<file path="config.mk">
export PLATFORM = sky130hd
export DESIGN_NAME = vote_collector
export DESIGN_NICKNAME = d
export VERILOG_FILES = /design/src/rtl/vote_collector.sv
export SDC_FILE = /design/constraint.sdc
export NUM_CORES = 1
export LEC_CHECK = 0
export CELL_PAD_IN_SITES_DETAIL_PLACEMENT = 0
export CELL_PAD_IN_SITES_GLOBAL_PLACEMENT = 2
export CORE_MARGIN = 4
export CORE_UTILIZATION = 25
export CTS_CLUSTER_DIAMETER = 100
export DETAILED_ROUTE_END_ITERATION = 10
export PLACE_DENSITY = 0.66
export SLEW_MARGIN = 20
export SYNTH_ARGS = -nofsm -noshare
export SYNTH_HDL_FRONTEND = slang
export SYNTH_SLANG_ARGS = --single-unit
</file>
<file path="constraint.sdc">
create_clock -name clk -period 4.6 [get_ports clk]
set_clock_uncertainty 0.1 [all_clocks]
set_input_delay 0.92 -clock clk [delete_from_list [all_inputs] [get_ports clk]]
set_output_delay 0.92 -clock clk [all_outputs]
set_load 0.05 [all_outputs]
</file>
<file path="src/rtl/vote_collector.sv">
//==============================================================================
// Module      : vote_collector
// Description : Four-voter yes/no ballot collector with per-button debounce
//               and a ballot timeout.
// Revision    : 1.0 - initial release
//==============================================================================
`default_nettype none

module vote_collector #(
    parameter int DEBOUNCE = 3,
    parameter int TIMEOUT  = 15
) (
    input  logic       clk,
    input  logic       rst,
    input  logic       start,
    input  logic [3:0] btn_yes,
    input  logic [3:0] btn_no,
    output logic [3:0] votes,
    output logic [3:0] present,
    output logic       busy,
    output logic       valid
);

    localparam logic [2:0] c_deb_max   = 3'(DEBOUNCE);
    localparam logic [7:0] c_timer_end = 8'(TIMEOUT - 1);

    typedef enum logic [1:0] {
        S_IDLE    = 2'd0,
        S_COLLECT = 2'd1,
        S_DONE    = 2'd2
    } state_t;

    state_t     r_state;
    state_t     w_state_nxt;
    logic [7:0] r_timer;
    logic [2:0] r_cnt_yes [4];
    logic [2:0] r_cnt_no  [4];
    logic [2:0] w_yes_nxt [4];
    logic [2:0] w_no_nxt  [4];
    logic [3:0] w_yes_q;
    logic [3:0] w_no_q;
    logic [3:0] w_reg;

    // Counters only run in COLLECT; qualification looks at the post-edge value.
    always_comb begin
        for (int n = 0; n < 4; n++) begin
            w_yes_nxt[n] = 3'd0;
            w_no_nxt[n]  = 3'd0;
            if (r_state == S_COLLECT) begin
                if (btn_yes[n])
                    w_yes_nxt[n] = (r_cnt_yes[n] == c_deb_max) ? c_deb_max : r_cnt_yes[n] + 3'd1;
                if (btn_no[n])
                    w_no_nxt[n] = (r_cnt_no[n] == c_deb_max) ? c_deb_max : r_cnt_no[n] + 3'd1;
            end
            w_yes_q[n] = (w_yes_nxt[n] == c_deb_max);
            w_no_q[n]  = (w_no_nxt[n] == c_deb_max);
            w_reg[n]   = (r_state == S_COLLECT) && !present[n] && (w_yes_q[n] ^ w_no_q[n]);
        end
    end

    always_comb begin
        w_state_nxt = r_state;
        case (r_state)
            S_IDLE:    if (start) w_state_nxt = S_COLLECT;
            S_COLLECT: if ((present == 4'b1111) || (r_timer == c_timer_end)) w_state_nxt = S_DONE;
            S_DONE:    w_state_nxt = S_IDLE;
            default:   w_state_nxt = S_IDLE;
        endcase
    end

    always_ff @(posedge clk) begin
        if (rst) begin
            r_state <= S_IDLE;
            r_timer <= 8'd0;
            votes   <= 4'd0;
            present <= 4'd0;
            for (int n = 0; n < 4; n++) begin
                r_cnt_yes[n] <= 3'd0;
                r_cnt_no[n]  <= 3'd0;
            end
        end else begin
            r_state <= w_state_nxt;
            for (int n = 0; n < 4; n++) begin
                r_cnt_yes[n] <= w_yes_nxt[n];
                r_cnt_no[n]  <= w_no_nxt[n];
            end
            if ((r_state == S_IDLE) && start) begin
                r_timer <= 8'd0;
                votes   <= 4'd0;
                present <= 4'd0;
            end else if (r_state == S_COLLECT) begin
                if (w_state_nxt == S_COLLECT)
                    r_timer <= r_timer + 8'd1;
                // A vote qualifying on the closing edge is still captured.
                for (int n = 0; n < 4; n++) begin
                    if (w_reg[n]) begin
                        present[n] <= 1'b1;
                        votes[n]   <= w_yes_q[n];
                    end
                end
            end
        end
    end

    assign busy  = (r_state == S_COLLECT);
    assign valid = (r_state == S_DONE);

endmodule

`default_nettype wire

</file>
==> impl_metrics.env, run 1 <==
export IMPL_status="finished, final reports clean"
export IMPL_clk_pin_slew_worst_paths_ns=0.08
export IMPL_finalMaxSlewViolations=0
export IMPL_cts_root_buf="clkbuf_8"
export IMPL_grt_pass1_wl_mm=6.51
export IMPL_synth_seq_cells=42
export IMPL_place_gp_congestion=0.703
export IMPL_synth_nets=233
export IMPL_relSlewSlack=0.648
export IMPL_seqCellArea_sq_um=841
export IMPL_wire_per_inst_microns=11.6
export IMPL_die_y_microns=94.4
export IMPL_post_place_ws_ns=1.73
export IMPL_holdWs_ns=0.365
export IMPL_start_util=0.257
export IMPL_mostFrequentLayoutCells="42 x dfxtp_1, 28 x nor2_1, 20 x clkdlybuf4s50_1, 18 x nand2_1"
export IMPL_cts_max_level=2
export IMPL_tritoncts="yes"
export IMPL_drc=0
export IMPL_ys_seq_area_frac=0.451
export IMPL_hold_class="reg2reg"
export IMPL_layout_min_cycle_time_ns=2.99
export IMPL_cts_max_path_buffers=2
export IMPL_postLayoutCellArea_sq_um=2250
export IMPL_clk_latency_ns=0.29
export IMPL_port_buffer_count=20
export IMPL_antenna_found_initial=0
export IMPL_pin_count=21
export IMPL_final_common_cell="dfxtp_1"
export IMPL_synth_edf_count=0
export IMPL_die_w_microns=94.4
export IMPL_grt_overflow_total=0
export IMPL_final_layout_size_suffix_gt1_frac=0.0466
export IMPL_syn_inst=212
export IMPL_cts_sinks=42
export IMPL_powerDensity_nw_per_um2=294
export IMPL_die_area_sq_um=8900
export IMPL_fin_util=0.311
export IMPL_detail_route_vias_per_cell=4.29
export IMPL_cts_resized=0
export IMPL_finalHoldViolations=0
export IMPL_critPathLaunchType="flop"
export IMPL_rows=31
export IMPL_syn_area_per_cell_sq_um=8.79
export IMPL_crit_type="reg2out"
export IMPL_fmax_ghz=0.335
export IMPL_drtIter0Drc=21
export IMPL_top_usage_layer="met2"
export IMPL_p_leak_nw=0.861
export IMPL_required_ns=3.58
export IMPL_dpl_hpwl_mm=2.87
export IMPL_place_area_sq_um=2160
export IMPL_synthToLayoutAreaGrowth_pct=20.8
export IMPL_finalCritPeriodShare=0.650
export IMPL_synth_top_flop_cell="dfxtp_1"
export IMPL_fill_cells=786
export IMPL_postRouteAntennaNets=0
export IMPL_vias=1436
export IMPL_wl_mm=3.88
export IMPL_instances_no_fill=335
export IMPL_synth_warning_count=0
export IMPL_grt_pass1_vias=1398
export IMPL_endpoint_kind="output pin"
export IMPL_tightest_slew_ns=0.527
export IMPL_multi_input_area_sq_um=946
export IMPL_ctsHoldBuffers=0
export IMPL_gr_usage_met3=0.0263
export IMPL_post_cts_buffers=0
export IMPL_setup_violations=0
export IMPL_firstDrtPassIters=4
export IMPL_grtUsageMet1=0.118
export IMPL_track_usage=0.0925
export IMPL_maxCapViolations=0
export IMPL_fin_nets=256
export IMPL_tns_ns=0
export IMPL_grt_max_degree=15
export IMPL_dp_cells=327
export IMPL_arrival_ns=1.97
export IMPL_layout_setup_ws_ns=1.61
export IMPL_post_synth_num_cell_types=37
export IMPL_cts_buffers=5
export IMPL_grt_met2_usage=0.154
export IMPL_coreArea_sq_um=7250
export IMPL_diodes=0
export IMPL_peakVddDrop_mv=0.134
export IMPL_critPathMaxFanout=14
export IMPL_ys_async_sr_fraction=0
export IMPL_power_uw=663
export IMPL_rsz0062_at_grt="false"
export IMPL_synthesis_area_sq_um=1860
-- per-layer routing --
metal / wire length [microns] / vias to the layer above
met1: 1930 / 648
li1: - / 768
met4: 24 / 0
met5: 0 / -
met3: 131 / 5
met2: 1790 / 15
-- worst paths after layout --
check	startpoint	end	slack [ns]	cells past startpoint
setup / recovery	r_state[1]$_SDFF_PP0_	busy	1.61	3
setup reg to reg	r_cnt_yes[2][0]$_SDFF_PP0_	votes[2]$_SDFFE_PP0P_	2.64	6
hold reg to reg	r_cnt_yes[2][2]$_SDFF_PP0_	r_cnt_yes[2][2]$_SDFF_PP0_	0.36	2
hold / removal	r_cnt_yes[2][2]$_SDFF_PP0_	r_cnt_yes[2][2]$_SDFF_PP0_	0.36	2
-- power breakdown --
group          switching [mW]  internal (mW)
clock                   0.121          0.121
sequential            0.00448          0.368
combinational          0.0285         0.0206
total                   0.154          0.509
-- cell type report --
type / count / share of cell area
multi-input cells: 154 / 0.420
flip-flops and latches: 42 / 0.373
repair buffers: 20 / 0.0889
well taps: 99 / 0.0550
clock buffers: 7 / 0.0383
inverters: 12 / 0.0222
clock inverters: 1 / 0.00222
-- critical path: stages, from the launching register on --
cell and delay (ns):
dfxtp_1 0.32, nand2b_1 0.31, inv_6 0.22, clkdlybuf4s50_1 0.82
-- synthesized netlist by cell type (all sizes together) (4+ instances only) --
cell type  number  share of area
nand3           6          0.016
inv            12          0.027
dfxtp          42           0.45
o21ai           5          0.013
nor3            7          0.019
nor2           29          0.060
nand2          18          0.036
ha             10          0.067
xor2            6          0.028
maj3            6          0.032
nor2b          14          0.047
a21oi          14          0.038
and3            9          0.030
xnor2           4          0.019
-- cells by family (layout without fill, tap and decap cells) --
kind of cell    Yosys count  in the layout  synth area share
xor+xnor                 10             10            0.0470
buf+inv                  16             40            0.0416
compound gates           31             31             0.101
simple gates             97             97             0.260
flops                    42             42             0.451
fa+ha+maj                16             16            0.0993
-- flip-flops by register name, indices dropped and copies added (netlist names) --
signal / flops
present: 4
r_cnt_no: 12
r_cnt_yes: 12
r_state: 2
r_timer: 8
votes: 4
(Power assumes the default switching activity.)
==> run 2: changes to the inputs <==
==> constraint.sdc (replaced) <==
create_clock -name clk -period 2.8 [get_ports clk]
set_clock_uncertainty 0.1 [all_clocks]
set_input_delay 0.56 -clock clk [delete_from_list [all_inputs] [get_ports clk]]
set_output_delay 0.56 -clock clk [all_outputs]
set_load 0.05 [all_outputs]
==> impl_metrics.env, run 2 (synthesis results as in run 1) <==
export IMPL_mostFrequentLayoutCells="42 x dfxtp_1, 28 x nor2_1, 20 x clkdlybuf4s50_1, 18 x nand2_1"
export IMPL_track_usage=0.0948
export IMPL_worst_r2r_setup_slack_ns=0.84
export IMPL_tritoncts="yes"
export IMPL_grt_pass1_vias=1438
export IMPL_rsz0062_at_grt="false"
export IMPL_tightest_slew_ns=0.523
export IMPL_r2r_end="votes[2]$_SDFFE_PP0P_"
export IMPL_p_clk_frac=0.408
export IMPL_p_leak_nw=0.885
export IMPL_synthToLayoutAreaGrowth_pct=23.0
export IMPL_grt_overflow_total=0
export IMPL_cts_max_level=2
export IMPL_fmax_ghz=0.409
export IMPL_critPathMaxFanout=14
export IMPL_vias=1456
export IMPL_p_comb_frac=0.071
export IMPL_die_area_sq_um=8900
export IMPL_power_internal_uw=904
export IMPL_wl_mm=3.88
export IMPL_dpl_hpwl_mm=2.84
export IMPL_worstHoldStart="r_cnt_no[3][0]$_SDFF_PP0_"
export IMPL_ctsHoldBuffers=0
export IMPL_arrival_ns=1.78
export IMPL_place_gp_congestion=0.744
export IMPL_finalMaxSlewViolations=0
export IMPL_detail_route_vias_per_cell=4.31
export IMPL_tns_ns=0
export IMPL_post_cts_buffers=0
export IMPL_firstDrtPassIters=4
export IMPL_final_layout_size_suffix_gt1_frac=0.0628
export IMPL_status="finished, final reports clean"
export IMPL_powerDensity_nw_per_um2=512
export IMPL_cts_buffers=5
export IMPL_rr_worst_depth=6
export IMPL_hold_path_depth=1
export IMPL_clk_pin_slew_worst_paths_ns=0.08
export IMPL_holdPathEnd="r_cnt_no[3][0]$_SDFF_PP0_"
export IMPL_cts_root_buf="clkbuf_8"
export IMPL_peakVddDrop_mv=0.204
export IMPL_start_util=0.257
export IMPL_p_switching_uw=270
export IMPL_finalHoldViolations=0
export IMPL_drtIter0Drc=22
export IMPL_grt_met2_usage=0.150
export IMPL_pin_count=21
export IMPL_multi_input_area_sq_um=946
export IMPL_die_y_microns=94.4
export IMPL_wire_per_inst_microns=11.5
export IMPL_hold_class="reg2reg"
export IMPL_critPathLaunchType="flop"
export IMPL_cts_max_path_buffers=2
export IMPL_cts_sinks=42
export IMPL_reg_top3="r_cnt_no: 12 flops, r_cnt_yes: 12 flops, r_timer: 8 flops"
export IMPL_fin_nets=259
export IMPL_maxCapViolations=0
export IMPL_reg2reg_from="r_cnt_yes[2][0]$_SDFF_PP0_"
export IMPL_postRouteAntennaNets=0
export IMPL_grtUsageMet1=0.123
export IMPL_post_place_ws_ns=0.605
export IMPL_cts_resized=0
export IMPL_antenna_found_initial=0
export IMPL_port_buffer_count=20
export IMPL_required_ns=2.14
export IMPL_drc=0
export IMPL_finalCritPeriodShare=0.873
export IMPL_grt_pass1_wl_mm=6.58
export IMPL_top_usage_layer="met2"
export IMPL_setup_violations=0
export IMPL_coreArea_sq_um=7250
export IMPL_rows=31
export IMPL_clk_latency_ns=0.30
export IMPL_final_common_cell="dfxtp_1"
export IMPL_swShare=0.230
export IMPL_gr_usage_met3=0.0247
export IMPL_die_w_microns=94.4
export IMPL_endpoint_kind="output pin"
export IMPL_relSlewSlack=0.650
export IMPL_fill_cells=794
export IMPL_layout_setup_ws_ns=0.355
export IMPL_diodes=0
export IMPL_pwr_share_seq=0.521
export IMPL_grt_max_degree=15
export IMPL_seqCellArea_sq_um=841
export IMPL_layout_min_cycle_time_ns=2.44
export IMPL_crit_type="reg2out"
[run 2: cell types whose count changed in the layout (fill, tap and decap cells not counted)]
cell and delta:
clkbuf_8 -1, clkbuf_1 -1, buf_4 +3, bufinv_16 +1, clkinv_2 +1
[run 2: worst max-delay path by stage]
stage | startpoint | end | slack, ns
final | r_state[1]$_SDFF_PP0_ | busy | 0.36
after global routing | r_state[1]$_SDFF_PP0_ | busy | 0.29
after CTS | r_state[1]$_SDFF_PP0_ | busy | 0.33
after detailed placement | start | r_cnt_no[0][2]$_SDFF_PP0_ | 0.61
after global placement | start | r_cnt_no[0][2]$_SDFF_PP0_ | 0.65
after floorplan | r_cnt_yes[2][0]$_SDFF_PP0_ | votes[2]$_SDFFE_PP0P_ | 0.97
[run 2: area by class of cell]
| cell class | count | share of cell area |
|---|---|---|
| sequential | 42 | 0.367 |
| timing repair buffer | 23 | 0.0972 |
| clock buffer | 5 | 0.0300 |
| clock inverter | 3 | 0.0175 |
| tap | 99 | 0.0540 |
| multi-input combinational | 154 | 0.413 |
| inverter | 12 | 0.0218 |
[run 2: through the flow]
step | hold slack [ns] | instance area (sq um) | total power, mW | utilization | instances
after global placement | 0.357 | 2180 | 0.712 | 0.301 | 330
after detailed placement | 0.358 | 2180 | 0.711 | 0.301 | 330
after floorplan | 0.326 | 1860 | 0.678 | - | 212
after global routing | 0.386 | 2290 | 1.23 | 0.316 | 338
final | 0.367 | 2290 | 1.17 | 0.316 | 338
after CTS | 0.370 | 2290 | 1.20 | 0.316 | 338
[run 2: per-layer routing]
layer / vias up / share of wire / wire, microns
li1: 771 / - / -
met1: 659 / 0.51 / 1970
met2: 21 / 0.44 / 1720
met3: 5 / 0.031 / 122
met4: 0 / 0.016 / 63
met5: - / 0 / 0
[run 2: power groups by stage]
stage / combinational, mW / sequential [mW] / clock (mW)
after floorplan: 0.0519 / 0.626 / 0
after global placement: 0.0862 / 0.626 / 0
after detailed placement: 0.0858 / 0.626 / 0
after CTS: 0.0862 / 0.611 / 0.500
after global routing: 0.0946 / 0.613 / 0.520
final: 0.0839 / 0.611 / 0.478
[run 2: critical path: stages, from the launching register on]
cell and delay, ns:
dfxtp_1 0.32, nand2b_1 0.21, inv_6 0.15, clkdlybuf4s50_1 0.82
==> run 3: changes to the inputs <==
--- a/config.mk
+++ b/config.mk
@@ -5,13 +5,16 @@
 export SDC_FILE = /design/constraint.sdc
 export NUM_CORES = 1
 export LEC_CHECK = 0
+export ABC_AREA = 1
 export CELL_PAD_IN_SITES_DETAIL_PLACEMENT = 0
 export CELL_PAD_IN_SITES_GLOBAL_PLACEMENT = 2
+export CORE_ASPECT_RATIO = 1.75
 export CORE_MARGIN = 4
 export CORE_UTILIZATION = 25
 export CTS_CLUSTER_DIAMETER = 100
 export DETAILED_ROUTE_END_ITERATION = 10
-export PLACE_DENSITY = 0.66
+export HOLD_SLACK_MARGIN = 0.1
+export PLACE_DENSITY = 0.7
 export SLEW_MARGIN = 20
 export SYNTH_ARGS = -nofsm -noshare
 export SYNTH_HDL_FRONTEND = slang
==> impl_metrics.env, run 3 <==
export IMPL_hold_class="reg2reg"
export IMPL_critPathBufInv=2
export IMPL_cts_root_buf="clkbuf_16"
export IMPL_worstSetupStartpoint="r_state[0]$_SDFF_PP0_"
export IMPL_reg_top3="r_cnt_no: 12 flops, r_cnt_yes: 12 flops, r_timer: 8 flops"
export IMPL_critPathMaxFanout=7
export IMPL_diodes=0
export IMPL_grt_pass1_vias=1829
export IMPL_vias=1808
export IMPL_synth_top_area_frac=0.407
export IMPL_relSlewSlack=0.661
export IMPL_gr_usage_met3=0.0260
export IMPL_tritoncts="yes"
export IMPL_finalHoldViolations=0
export IMPL_wire_per_inst_microns=11.4
export IMPL_cp_depth=3
export IMPL_synthToLayoutAreaGrowth_pct=21.4
export IMPL_postRouteAntennaNets=0
export IMPL_drc=0
export IMPL_detail_route_vias_per_cell=4.35
export IMPL_final_common_cell="nand2_1"
export IMPL_rr_worst_depth=10
export IMPL_synth_largest_area_cell="dfxtp_1"
export IMPL_setup_worst_path_end="busy"
export IMPL_drtIter0Drc=41
export IMPL_synth_most_common_cell="nand2_1"
export IMPL_required_ns=2.14
export IMPL_synth_nets=321
export IMPL_synthesis_area_sq_um=2060
export IMPL_mostFrequentLayoutCells="76 x nand2_1, 51 x nor2_1, 46 x inv_1, 42 x dfxtp_1"
export IMPL_syn_area_per_cell_sq_um=6.88
export IMPL_cts_sinks=42
export IMPL_finalCritPeriodShare=0.880
export IMPL_arrival_ns=1.80
export IMPL_cts_resized=0
export IMPL_tns_ns=0
export IMPL_rsz0062_at_grt="false"
export IMPL_setup_violations=0
export IMPL_powerDensity_nw_per_um2=507
export IMPL_cts_max_path_buffers=2
export IMPL_grt_overflow_total=0
export IMPL_antenna_found_initial=0
export IMPL_grt_max_degree=15
export IMPL_reg2reg_from="r_cnt_no[0][0]$_SDFF_PP0_"
export IMPL_synthTopCellsByArea="dfxtp_1 41%, nand2_1 14%, nor2_1 9.3%"
export IMPL_final_layout_size_suffix_gt1_frac=0.0460
export IMPL_cpPeakStageDelay_ns=0.83
export IMPL_die_w_microns=76.7
export IMPL_start_util=0.258
export IMPL_coreArea_sq_um=8020
export IMPL_ys_seq_area_frac=0.407
export IMPL_cts_max_level=2
export IMPL_rows=43
export IMPL_grt_met2_usage=0.201
export IMPL_grt_pass1_wl_mm=8.20
export IMPL_path_cells="inv_2, nor2_4, clkdlybuf4s50_1"
export IMPL_clk_pin_slew_worst_paths_ns=0.06
export IMPL_die_y_microns=128
export IMPL_dpl_hpwl_mm=3.68
export IMPL_status="finished, final reports clean"
export IMPL_clk_latency_ns=0.28
export IMPL_track_usage=0.106
export IMPL_die_area_sq_um=9830
export IMPL_pin_count=21
export IMPL_p_leak_nw=1.05
export IMPL_ctsHoldBuffers=0
export IMPL_fin_util=0.313
export IMPL_critical_path_top_delay_family="buffers and inverters"
export IMPL_firstDrtPassIters=4
export IMPL_synth_edf_count=0
export IMPL_finalMaxSlewViolations=0
export IMPL_ys_async_sr_fraction=0
export IMPL_tightest_slew_ns=0.507
export IMPL_synth_warning_count=0
export IMPL_post_cts_buffers=0
export IMPL_r2r_end="votes[0]$_SDFFE_PP0P_"
export IMPL_synthTopCellsByCount="76 x nand2_1, 51 x nor2_1, 46 x inv_1"
export IMPL_post_synth_num_cell_types=23
export IMPL_endpoint_kind="output pin"
export IMPL_fill_cells=875
export IMPL_worst_r2r_setup_slack_ns=1.18
export IMPL_top_usage_layer="met2"
export IMPL_synth_seq_cells=42
export IMPL_place_gp_congestion=0.740
export IMPL_maxCapViolations=0
export IMPL_critPathLaunchType="flop"
export IMPL_cp_slowest_cell="clkdlybuf4s50_1"
export IMPL_syn_inst=300
export IMPL_wl_mm=4.73
export IMPL_cts_buffers=5
export IMPL_port_buffer_count=20
export IMPL_grtUsageMet1=0.106
export IMPL_synth_top_flop_cell="dfxtp_1"
export IMPL_crit_type="reg2out"
export IMPL_hold_path_depth=2
export IMPL_fmax_ghz=0.406
export IMPL_fin_nets=347
export IMPL_layout_min_cycle_time_ns=2.46
export IMPL_peakVddDrop_mv=0.223
run 3: cell families after synthesis:
| kind of cell | Yosys count | synth area share |
|---|---|---|
| DFF | 42 | 0.407 |
| adders and majority gates | 10 | 0.0606 |
| buffers and inverters | 52 | 0.0982 |
| AOI/OAI and AO/OA | 31 | 0.0794 |
| xor gates and xnor gates | 5 | 0.0212 |
| and+or+nand+nor | 160 | 0.333 |
run 3: metal layers:
metal,wire (microns),vias up
met4,104,0
met5,0,-
met2,2500,25
met1,1950,785
li1,-,991
met3,170,7
run 3: report_power, final:
part           switching [mW]  internal, mW  total [mW]
sequential            0.00737         0.606       0.613
clock                   0.224         0.326       0.551
combinational          0.0665        0.0395       0.106
run 3: cell type report:
| class | instances | area (sq um) | area share |
|---|---|---|---|
| flip-flops and latches | 42 | 841 | 0.335 |
| well taps | 90 | 113 | 0.0449 |
| inverters | 49 | 184 | 0.0734 |
| multi-input cells | 206 | 1020 | 0.407 |
| repair buffers | 22 | 215 | 0.0859 |
| clock buffers | 7 | 133 | 0.0529 |
run 3: worst register-to-register path, cell delays in order (launching register included):
cell and delay [ns]:
dfxtp_1 0.32, ha_1 0.27, inv_1 0.04, o21ai_0 0.24
nand2_1 0.13, nand2_1 0.09, nand2_1 0.05, nor2_1 0.13
nand2_1 0.07, inv_1 0.05, nor2_1 0.04
run 3: worst min path at each step:
| stage | startpoint | to | slack, ns |
|---|---|---|---|
| 2_1_floorplan | r_cnt_no[0][0]$_SDFF_PP0_ | r_cnt_no[0][0]$_SDFF_PP0_ | 0.33 |
| 3_3_place_gp | votes[3]$_SDFFE_PP0P_ | votes[3]$_SDFFE_PP0P_ | 0.35 |
| 3_5_place_dp | votes[3]$_SDFFE_PP0P_ | votes[3]$_SDFFE_PP0P_ | 0.34 |
| 4_1_cts | votes[3]$_SDFFE_PP0P_ | votes[3]$_SDFFE_PP0P_ | 0.35 |
| 5_1_grt | votes[3]$_SDFFE_PP0P_ | votes[3]$_SDFFE_PP0P_ | 0.36 |
| 6_report | votes[3]$_SDFFE_PP0P_ | votes[3]$_SDFFE_PP0P_ | 0.35 |
run 3: through the flow:
step	power, mW	setup slack (ns)	hold WS (ns)	cells	instance area, sq um
4_1_cts	1.30	0.307	0.347	416	2510
3_3_place_gp	0.736	0.646	0.346	409	2370
3_5_place_dp	0.735	0.622	0.338	409	2370
5_1_grt	1.34	0.256	0.360	416	2510
2_1_floorplan	0.695	1.04	0.330	300	2060
6_report	1.27	0.336	0.348	416	2510
